**src/rtl/dmem_pkg.sv**
```systemverilog
// Shared constants, FSM state type and requester indices for the data-memory arbiter.
// Latency: n/a (declarations only).
// Backpressure: n/a.
package dmem_pkg;

    localparam int DMEM_AW    = 5;
    localparam int DMEM_DW    = 32;
    localparam int DMEM_DEPTH = 4;

    typedef enum logic {
        IDLE   = 1'b0,
        ACCESS = 1'b1
    } arb_state_t;

    localparam int REQ_CPU = 0;
    localparam int REQ_AUX = 1;

    // True when an address falls beyond the implemented words (no wrap-around).
    function automatic logic is_oor(input logic [31:0] addr, input int unsigned depth);
        return addr >= depth;
    endfunction

endpackage

```
**src/rtl/dmem_arbiter_if.sv**
```systemverilog
// Requester/response and memory-port bundle for the data-memory arbiter.
// Latency: n/a (wiring only).
// Backpressure: req_ready per requester; responses and memory port have none.
interface dmem_arbiter_if
    import dmem_pkg::*;
#(
    parameter int AW = DMEM_AW,
    parameter int DW = DMEM_DW
);
    logic [1:0]      req_valid;
    logic [1:0]      req_ready;
    logic [1:0]      req_we;
    logic [2*AW-1:0] req_addr;
    logic [2*DW-1:0] req_wdata;
    logic [1:0]      rsp_valid;
    logic [DW-1:0]   rsp_rdata;
    logic            rsp_err;
    logic            mem_write;
    logic            mem_read;
    logic [AW-1:0]   mem_addr;
    logic [DW-1:0]   mem_wdata;
    logic [DW-1:0]   mem_rdata;

    // Arbiter side.
    modport slave (
        input  req_valid, req_we, req_addr, req_wdata, mem_rdata,
        output req_ready, rsp_valid, rsp_rdata, rsp_err,
               mem_write, mem_read, mem_addr, mem_wdata
    );

    // Requester/memory side.
    modport master (
        output req_valid, req_we, req_addr, req_wdata, mem_rdata,
        input  req_ready, rsp_valid, rsp_rdata, rsp_err,
               mem_write, mem_read, mem_addr, mem_wdata
    );
endinterface

```
**src/rtl/dmem_arbiter_rr_pick2.sv**
```systemverilog
// Two-input picker: one-hot grant, round-robin on contention (or fixed CPU priority with DMEM_ARB_FIXED_PRIO_EN).
// Latency: combinational.
// Backpressure: none; grant is zero when no input is valid.
module rr_pick2 (
`ifndef DMEM_ARB_FIXED_PRIO_EN
    input  logic       last_i,
`endif
    input  logic [1:0] valid_i,
    output logic [1:0] grant_o
);

    // A lone requester wins outright; contention is resolved by policy.
    always_comb begin
        grant_o = 2'b00;
        case (valid_i)
            2'b01: grant_o = 2'b01;
            2'b10: grant_o = 2'b10;
            2'b11: begin
`ifdef DMEM_ARB_FIXED_PRIO_EN
                grant_o = 2'b01;
`else
                // The requester that was not served last goes next.
                grant_o = last_i ? 2'b01 : 2'b10;
`endif
            end
            default: grant_o = 2'b00;
        endcase
    end

endmodule

```
**src/rtl/dmem_arbiter.sv**
```systemverilog
// Two-requester arbiter/sequencer for the single-port data memory; DMEM_ARB_FIXED_PRIO_EN selects fixed CPU priority.
// Latency: accept in N, memory strobe in N+1, registered response pulse in N+2; one transaction per 2 cycles.
// Backpressure: req_ready only in IDLE to the winner; responses are single-cycle pulses with no backpressure.
module dmem_arbiter
    import dmem_pkg::*;
#(
    parameter int AW    = DMEM_AW,
    parameter int DW    = DMEM_DW,
    parameter int DEPTH = DMEM_DEPTH
) (
    input  logic           clk,
    input  logic           rst_n,
    dmem_arbiter_if.slave  bus
);

    arb_state_t    state_q;
    logic          owner_q;
    logic          we_q;
    logic          oor_q;
    logic          mem_write_q;
    logic          mem_read_q;
    logic [AW-1:0] mem_addr_q;
    logic [DW-1:0] mem_wdata_q;
    logic [1:0]    rsp_valid_q;
    logic [DW-1:0] rsp_rdata_q;
    logic          rsp_err_q;

    logic [1:0]    grant;
    logic          sel;
    logic          we_sel;
    logic [AW-1:0] addr_sel;
    logic [DW-1:0] wdata_sel;
    logic          oor_sel;

`ifdef DMEM_ARB_FIXED_PRIO_EN
    rr_pick2 u_pick (
        .valid_i (bus.req_valid),
        .grant_o (grant)
    );
`else
    logic rr_last_q;

    rr_pick2 u_pick (
        .last_i  (rr_last_q),
        .valid_i (bus.req_valid),
        .grant_o (grant)
    );

    // Remember who was served last; reset value lets the CPU win the first tie.
    always_ff @(posedge clk or negedge rst_n) begin
        if (!rst_n) begin
            rr_last_q <= 1'b1;
        end else if (state_q == ACCESS) begin
            rr_last_q <= owner_q;
        end
    end
`endif

    // Winner's payload mux; grant is one-hot so bit 1 is the winner index.
    always_comb begin
        sel       = grant[REQ_AUX];
        we_sel    = bus.req_we[sel];
        addr_sel  = sel ? bus.req_addr[AW +: AW]  : bus.req_addr[0 +: AW];
        wdata_sel = sel ? bus.req_wdata[DW +: DW] : bus.req_wdata[0 +: DW];
        oor_sel   = is_oor(32'(addr_sel), DEPTH);
    end

    assign bus.req_ready = (state_q == IDLE) ? grant : 2'b00;

    assign bus.mem_write = mem_write_q;
    assign bus.mem_read  = mem_read_q;
    assign bus.mem_addr  = mem_addr_q;
    assign bus.mem_wdata = mem_wdata_q;
    assign bus.rsp_valid = rsp_valid_q;
    assign bus.rsp_rdata = rsp_rdata_q;
    assign bus.rsp_err   = rsp_err_q;

    // Sequencer: accept in IDLE, drive the memory port for exactly the ACCESS cycle, then respond.
    always_ff @(posedge clk or negedge rst_n) begin
        if (!rst_n) begin
            state_q     <= IDLE;
            owner_q     <= 1'b0;
            we_q        <= 1'b0;
            oor_q       <= 1'b0;
            mem_write_q <= 1'b0;
            mem_read_q  <= 1'b0;
            mem_addr_q  <= '0;
            mem_wdata_q <= '0;
            rsp_valid_q <= 2'b00;
            rsp_rdata_q <= '0;
            rsp_err_q   <= 1'b0;
        end else begin
            case (state_q)
                IDLE: begin
                    rsp_valid_q <= 2'b00;
                    if (|bus.req_valid) begin
                        owner_q     <= sel;
                        we_q        <= we_sel;
                        oor_q       <= oor_sel;
                        // Out-of-range requests never touch the memory port.
                        mem_write_q <= we_sel & ~oor_sel;
                        mem_read_q  <= ~we_sel & ~oor_sel;
                        mem_addr_q  <= oor_sel ? '0 : addr_sel;
                        mem_wdata_q <= oor_sel ? '0 : wdata_sel;
                        state_q     <= ACCESS;
                    end
                end
                ACCESS: begin
                    mem_write_q <= 1'b0;
                    mem_read_q  <= 1'b0;
                    mem_addr_q  <= '0;
                    mem_wdata_q <= '0;
                    // Memory read data is combinational, so capture it on this edge.
                    rsp_rdata_q <= (!we_q && !oor_q) ? bus.mem_rdata : '0;
                    rsp_err_q   <= oor_q;
                    rsp_valid_q <= owner_q ? 2'b10 : 2'b01;
                    state_q     <= IDLE;
                end
                default: state_q <= IDLE;
            endcase
        end
    end

endmodule

```
**src/flat_wrapper.sv**
```systemverilog
// flat-port wrapper written by rule: the top's interface ports become plain ports
module dmem_arbiter_flat import dmem_pkg::*;
#(
    parameter int AW    = DMEM_AW,
    parameter int DW    = DMEM_DW,
    parameter int DEPTH = DMEM_DEPTH
)
  (clk, rst_n, bus_req_valid, bus_req_we, bus_req_addr, bus_req_wdata, bus_mem_rdata, bus_req_ready, bus_rsp_valid, bus_rsp_rdata, bus_rsp_err, bus_mem_write, bus_mem_read, bus_mem_addr, bus_mem_wdata);
  dmem_arbiter_if #(.AW(AW), .DW(DW)) bus_i ();
  input  logic clk;
  input  logic rst_n;
  input wire logic [$bits(bus_i.req_valid)-1:0] bus_req_valid;
  input wire logic [$bits(bus_i.req_we)-1:0] bus_req_we;
  input wire logic [$bits(bus_i.req_addr)-1:0] bus_req_addr;
  input wire logic [$bits(bus_i.req_wdata)-1:0] bus_req_wdata;
  input wire logic [$bits(bus_i.mem_rdata)-1:0] bus_mem_rdata;
  output wire logic [$bits(bus_i.req_ready)-1:0] bus_req_ready;
  output wire logic [$bits(bus_i.rsp_valid)-1:0] bus_rsp_valid;
  output wire logic [$bits(bus_i.rsp_rdata)-1:0] bus_rsp_rdata;
  output wire logic [$bits(bus_i.rsp_err)-1:0] bus_rsp_err;
  output wire logic [$bits(bus_i.mem_write)-1:0] bus_mem_write;
  output wire logic [$bits(bus_i.mem_read)-1:0] bus_mem_read;
  output wire logic [$bits(bus_i.mem_addr)-1:0] bus_mem_addr;
  output wire logic [$bits(bus_i.mem_wdata)-1:0] bus_mem_wdata;
  assign bus_i.req_valid = bus_req_valid;
  assign bus_i.req_we = bus_req_we;
  assign bus_i.req_addr = bus_req_addr;
  assign bus_i.req_wdata = bus_req_wdata;
  assign bus_i.mem_rdata = bus_mem_rdata;
  assign bus_req_ready = bus_i.req_ready;
  assign bus_rsp_valid = bus_i.rsp_valid;
  assign bus_rsp_rdata = bus_i.rsp_rdata;
  assign bus_rsp_err = bus_i.rsp_err;
  assign bus_mem_write = bus_i.mem_write;
  assign bus_mem_read = bus_i.mem_read;
  assign bus_mem_addr = bus_i.mem_addr;
  assign bus_mem_wdata = bus_i.mem_wdata;
  dmem_arbiter #(.AW(AW), .DW(DW), .DEPTH(DEPTH)) u_core (.clk(clk), .rst_n(rst_n), .bus(bus_i));
endmodule
```
**config.mk**
```make
export PLATFORM = sky130hd
export DESIGN_NAME = dmem_arbiter_flat
export DESIGN_NICKNAME = d
export VERILOG_FILES = /design/src/rtl/dmem_pkg.sv /design/src/rtl/dmem_arbiter_if.sv /design/src/rtl/dmem_arbiter_rr_pick2.sv /design/src/rtl/dmem_arbiter.sv /design/src/flat_wrapper.sv
export SDC_FILE = /design/constraint.sdc
export NUM_CORES = 1
export LEC_CHECK = 0
export ABC_AREA = 1
export BUFFER_PORTS_ARGS = -buffer_cell sky130_fd_sc_hd__buf_4
export CORE_MARGIN = 10
export CORE_UTILIZATION = 45
export DETAILED_ROUTE_END_ITERATION = 10
export GPL_TIMING_DRIVEN = 0
export PLACE_DENSITY = 0.78
export SYNTH_ARGS = -nofsm -noshare
export SYNTH_HDL_FRONTEND = slang
export SYNTH_SLANG_ARGS = --single-unit
```
**constraint.sdc**
```tcl
create_clock -name clk -period 1.8 [get_ports clk]
set_input_delay 0.18 -clock clk [delete_from_list [all_inputs] [get_ports clk]]
set_output_delay 0.18 -clock clk [all_outputs]
set_load 0.02 [all_outputs]
```
# Yosys cells after proc, flatten, opt, wreduce, memory -nomap -nowiden
# Cells that the tools add are included.
classes:
  addsub: 0
  mul: 0
  div_mod_pow: 0
  n_lt_le_gt_ge: 2
  n_eq_ne: 4
  shifts: 0
  muxes: 22
  n_bitwise: 5
  reduce_logical: 5
op_table:
  columns: ["op", "n"]
  rows:
  - ["32-bit 2-to-1 mux", 4]
  - ["32-bit case mux with 2 select lines", 1]
  - ["5-bit 2-to-1 mux", 3]
  - ["5-bit case mux with 2 select lines", 1]
  - ["2-bit 2-to-1 mux", 3]
  - ["1-bit case mux with 2 select lines", 3]
  - ["2-bit case mux with 3 select lines", 1]
  - ["5-bit by 3-bit >= comparator with 1-bit output, second input constant", 1]
  - ["1-bit 2-to-1 mux", 5]
  - ["2-bit equality test, second input constant", 2]
  - ["2-bit case mux with 2 select lines", 1]
  - ["1-bit NOT", 3]
  - ["1-bit bitwise AND", 2]
  - ["2-bit by 1-bit equality test with 1-bit output, second input constant", 1]
  - ["1-bit logical NOT", 2]
  - ["1-bit by 2-bit less-than comparator with 1-bit output, second input constant", 1]
  - ["2-bit != test, second input constant", 1]
  - ["2-bit AND reduction", 1]
  - ["2-bit OR reduction", 1]
  - ["1-bit logical AND", 1]
word_totals:
  regBits: 79
  latch_bits: 0
  ram_bits: 0
  mem_bits_ro: 0
  out_inout_bits: 76
  wordCells: 50
  memories: 0

# Logic depth before layout (Yosys ltp)
logic_depth:
  word_depth: 8
  mapped_depth: 8
  mapped_depth_nobuf: 7

# Hierarchy
# A second synthesis with hierarchy kept.
unflattened:
  cells_unflattened: 533
  hier_area_um2: 3897.5
by_module_without_submodules:
  columns: ["module", "instances", "cells_per_inst", "area_each_um2", "seq_area_each_um2"]
  rows:
  - ["dmem_arbiter", 1, 528, 3876.2, 1978.1]
  - ["rr_pick2", 1, 5, 21.3, 0.0]

# Least setup slack after synthesis
# No wires, ideal clock.
synth_timing:
  path_type: "register -> output"
  start: "register u_core.rr_last_q"
  end: "output port bus_req_ready[0]"
  t_arrival_ns: 1.205
  required_time_ns: 1.620
  setup_slack_ns: 0.415
  path_stages_with_launch: 4
  n_path_buf: 1
  cell_sequence: "dfstp_2 > a21oi_2 > buf_2 > nor3_1"
synth_between:
  elab_chain_len: 3
synth_rtl:
  columns: ["item", "line", "rtl"]
  rows:
  - ["from (decl)", "dmem_arbiter.sv:41", "logic rr_last_q;"]
  - ["from (signal assigned)", "dmem_arbiter.sv:54", "rr_last_q <= owner_q;"]
  - ["2-bit 2-to-1 mux", "dmem_arbiter_rr_pick2.sv:23", "grant_o = last_i ? 2'b01 : 2'b10;"]
  - ["2-bit case mux with 3 select lines", "dmem_arbiter_rr_pick2.sv:15", "case (valid_i)"]
  - ["2-bit 2-to-1 mux", "dmem_arbiter.sv:68", "assign bus.req_ready = (state_q == IDLE) ? grant : 2'b00;"]
  - ["to (decl)", "flat_wrapper.sv:17", "output wire logic [$bits(bus_i.req_ready)-1:0] bus_req_ready;"]
# No other way between the ends.

# Final worst setup path
layout_timing:
  start: "register u_core.rr_last_q"
  end: "output port bus_req_ready[1]"
# The elaborated chain is that of the path after synthesis.

==> flow_summary.ini <==
[synthesis]
synth_cells = 460
yosysTopAreaCellShare_pct = 54.9
ys_seq_area_share_pct = 55.6
yosys.area.top_type = dfrtp_1
ys_types = 19
synthesis.nets = 572
synth.avg_cell_area_um2 = 7.73
synthesis.area_um2 = 3560
postSynthRegisterBits = 79
synth_area_leaders = dfrtp_1 (55%), nand2_1 (26%), nand3_1 (5.2%)
yosys_warnings = 0

[timing]
post-route-min-period_ps = 1680
fin_setup_tns_ps = 0
finalWorstSetupSlack_ps = 118
rsz0062_at_grt = no
finalHoldViolCount = 16
period_share_pct = 93.5
fin_skew_ps = 8.66
fmax_mhz = 594
worst_slew_pin_slew_ps = 990
relSlewSlack_pct = 34.0
hold_ws_ps = -21.8
final_max_slew_viol_count = 0
setup_viol = 0

[setup_path]
crit_chain = a21oi_2 -> buf_2 -> nand2_1 -> inv_1 -> buf_4
required_ps = 1620
path_max_fanout = 10
reg2reg_slack_ps = 240
cp.arrival_ps = 1500
cpLargestDelayFamily = buffers and inverters
end_kind = output port
start_kind = flip-flop
path_class = flip-flop to output port
slowest_delay_ps = 380
r2r-end = u_core.bus.rsp_rdata[20]
crit_buf_inv = 3
r2r-start = u_core.state_q
crit_slowest_cell = dfstp_2
r2r_cells = 4

[place]
dpl_worst_slack_ps = 299
port_buffers = 187
dp_hpwl_um = 9260
gp_congestion = 0.903

[clock_tree]
cts_resized = 0
post_cts_buffers = 0
numCtsBuffers = 9
cts_hold_buf = 0
clock_path_buffers = 2
clockRootBuffer = clkbuf_8
cts_tree = built
htreeDepth = 3
cts_sinks = 79
clk_pin_slew_ps = 90
worst_skew_pair.late_latency_ps = 350

[floorplan]
ios = 188
num_rows = 32
die_area_um2 = 11900
die_h_um = 109
start_util_pct = 46.0
core-area_um2 = 7730
die_x_um = 109

[min_path]
hold_path_class = input port to asynchronous set/reset pin

[cells_and_area]
nets = 769
area.growth.synth_to_final_pct = 50.5
finish.utilization_pct = 69.3
diodes = 0
drive_gt1_share_pct = 34.1

[run_status]
violations = hold timing
status = finished, violations left

[detailed_routing]
vias = 3676
wl_per_cell_um = 15.6
vias_per_cell = 4.81
drt_iter0_drc = 150
routed_wl_um = 11900
drc = 0
antenna_left = 0
firstDrtPassIters = 4

[global_route]
grt_first_pass_wirelength_um = 18700
grt_usage_pct = 19.7
grt-ovfl-total = 0
grt_pass1_vias = 3695
antenna_found_initial = 0
grt_max_degree = 80

[power]
vdd_ir_drop_max_mv = 0.554
p_leak_nw = 3.06
power_mw = 4.55
powerDensity_nw_per_um2 = 850

[flow_run]
drv_cap = 0
-- worst register-to-register path, cell delays in order, from the launching register on --
cell	delay [ps]
dfrtp_1	450
inv_2	260
or2_1	260
clkbuf_1	330
o21ai_0	140
-- how the worst max path moves through the flow --
stage,start,depth (start not counted),end
final,u_core.rr_last_q,5,bus_req_ready[1]
after global routing,u_core.state_q,4,u_core.bus.rsp_rdata[20]
after CTS,u_core.rr_last_q,5,bus_req_ready[1]
after detailed placement,u_core.state_q,5,bus_req_ready[1]
after global placement,u_core.rr_last_q,7,u_core.bus.mem_wdata[8]
after floorplan,u_core.rr_last_q,3,bus_req_ready[0]
-- synth_stat cells (all sizes together) --
cell type  number
nand2         248
clkbuf         10
o21a            1
o21ai          34
or2             1
nor2           13
dfstp           1
a21oi           5
dfrtp          78
inv            14
buf            16
nand3          37
nor3            2
-- power by group --
group | switching (mW) | internal, mW
clock | 0.685 | 1.07
sequential | 0.0512 | 1.86
combinational | 0.518 | 0.371
total | 1.25 | 3.30
-- cell usage in the layout (no fill, tap or decap) --
cell type / count
nand2_1: 246
buf_4: 193
dfrtp_1: 78
nand3_1: 37
o21ai_0: 32
nor2_1: 13
inv_1: 12
buf_2: 10
clkbuf_8: 9
clkbuf_1: 8
a21oi_1: 4
bufinv_16: 4
nor3_1: 2
inv_2: 2
nand2_2: 2
o21ai_1: 2
clkinv_4: 2
a21oi_2: 1
or2_1: 1
clkbuf_2: 1
o21a_1: 1
clkinvlp_4: 1
dfstp_2: 1
-- metal layers --
metal,vias to the layer above,GRT usage (%),wire length (um)
met5,-,0,0
met4,0,5.46,65
met3,7,8.97,1580
met2,164,31.2,5450
met1,1674,23.6,4840
li1,1831,-,-
-- state kept, by name, summed over array words and instances, names as in the netlist --
register              count
u_core.oor_q              1
u_core.bus.mem_wdata     32
u_core.bus.rsp_valid      2
u_core.bus.rsp_err        1
u_core.owner_q            1
u_core.bus.rsp_rdata     32
u_core.rr_last_q          1
u_core.bus.mem_read       1
u_core.bus.mem_write      1
u_core.we_q               1
u_core.state_q            1
u_core.bus.mem_addr       5
-- cell families (layout without fill, tap and decap cells) --
logic type / Yosys count / after routing / synth area share [%]
flops: 79 / 79 / 55.6
buf+inv: 40 / 242 / 5.24
compound gates: 40 / 40 / 5.80
simple gates: 301 / 301 / 33.3
-- stage by stage --
stage / instances / hold WS [ps] / cell area [um^2]
after global placement: 749 / 405 / 5090
after detailed placement: 749 / 414 / 5090
after CTS: 764 / 27.2 / 5350
after floorplan: 460 / -116 / 3560
after global routing: 764 / 61.7 / 5350
final: 764 / -21.8 / 5350
-- cell type report --
cell class                 instances  area, um^2
clock buffer                       9         124
inverter                          14        52.6
clock inverter                     7         145
multi-input combinational        341        1390
tap                              102         128
sequential                        79        1980
fill                             645        2370
timing repair buffer             187        1400
buffer                            25         130
No activity file was read; power rests on OpenSTA's default activity.
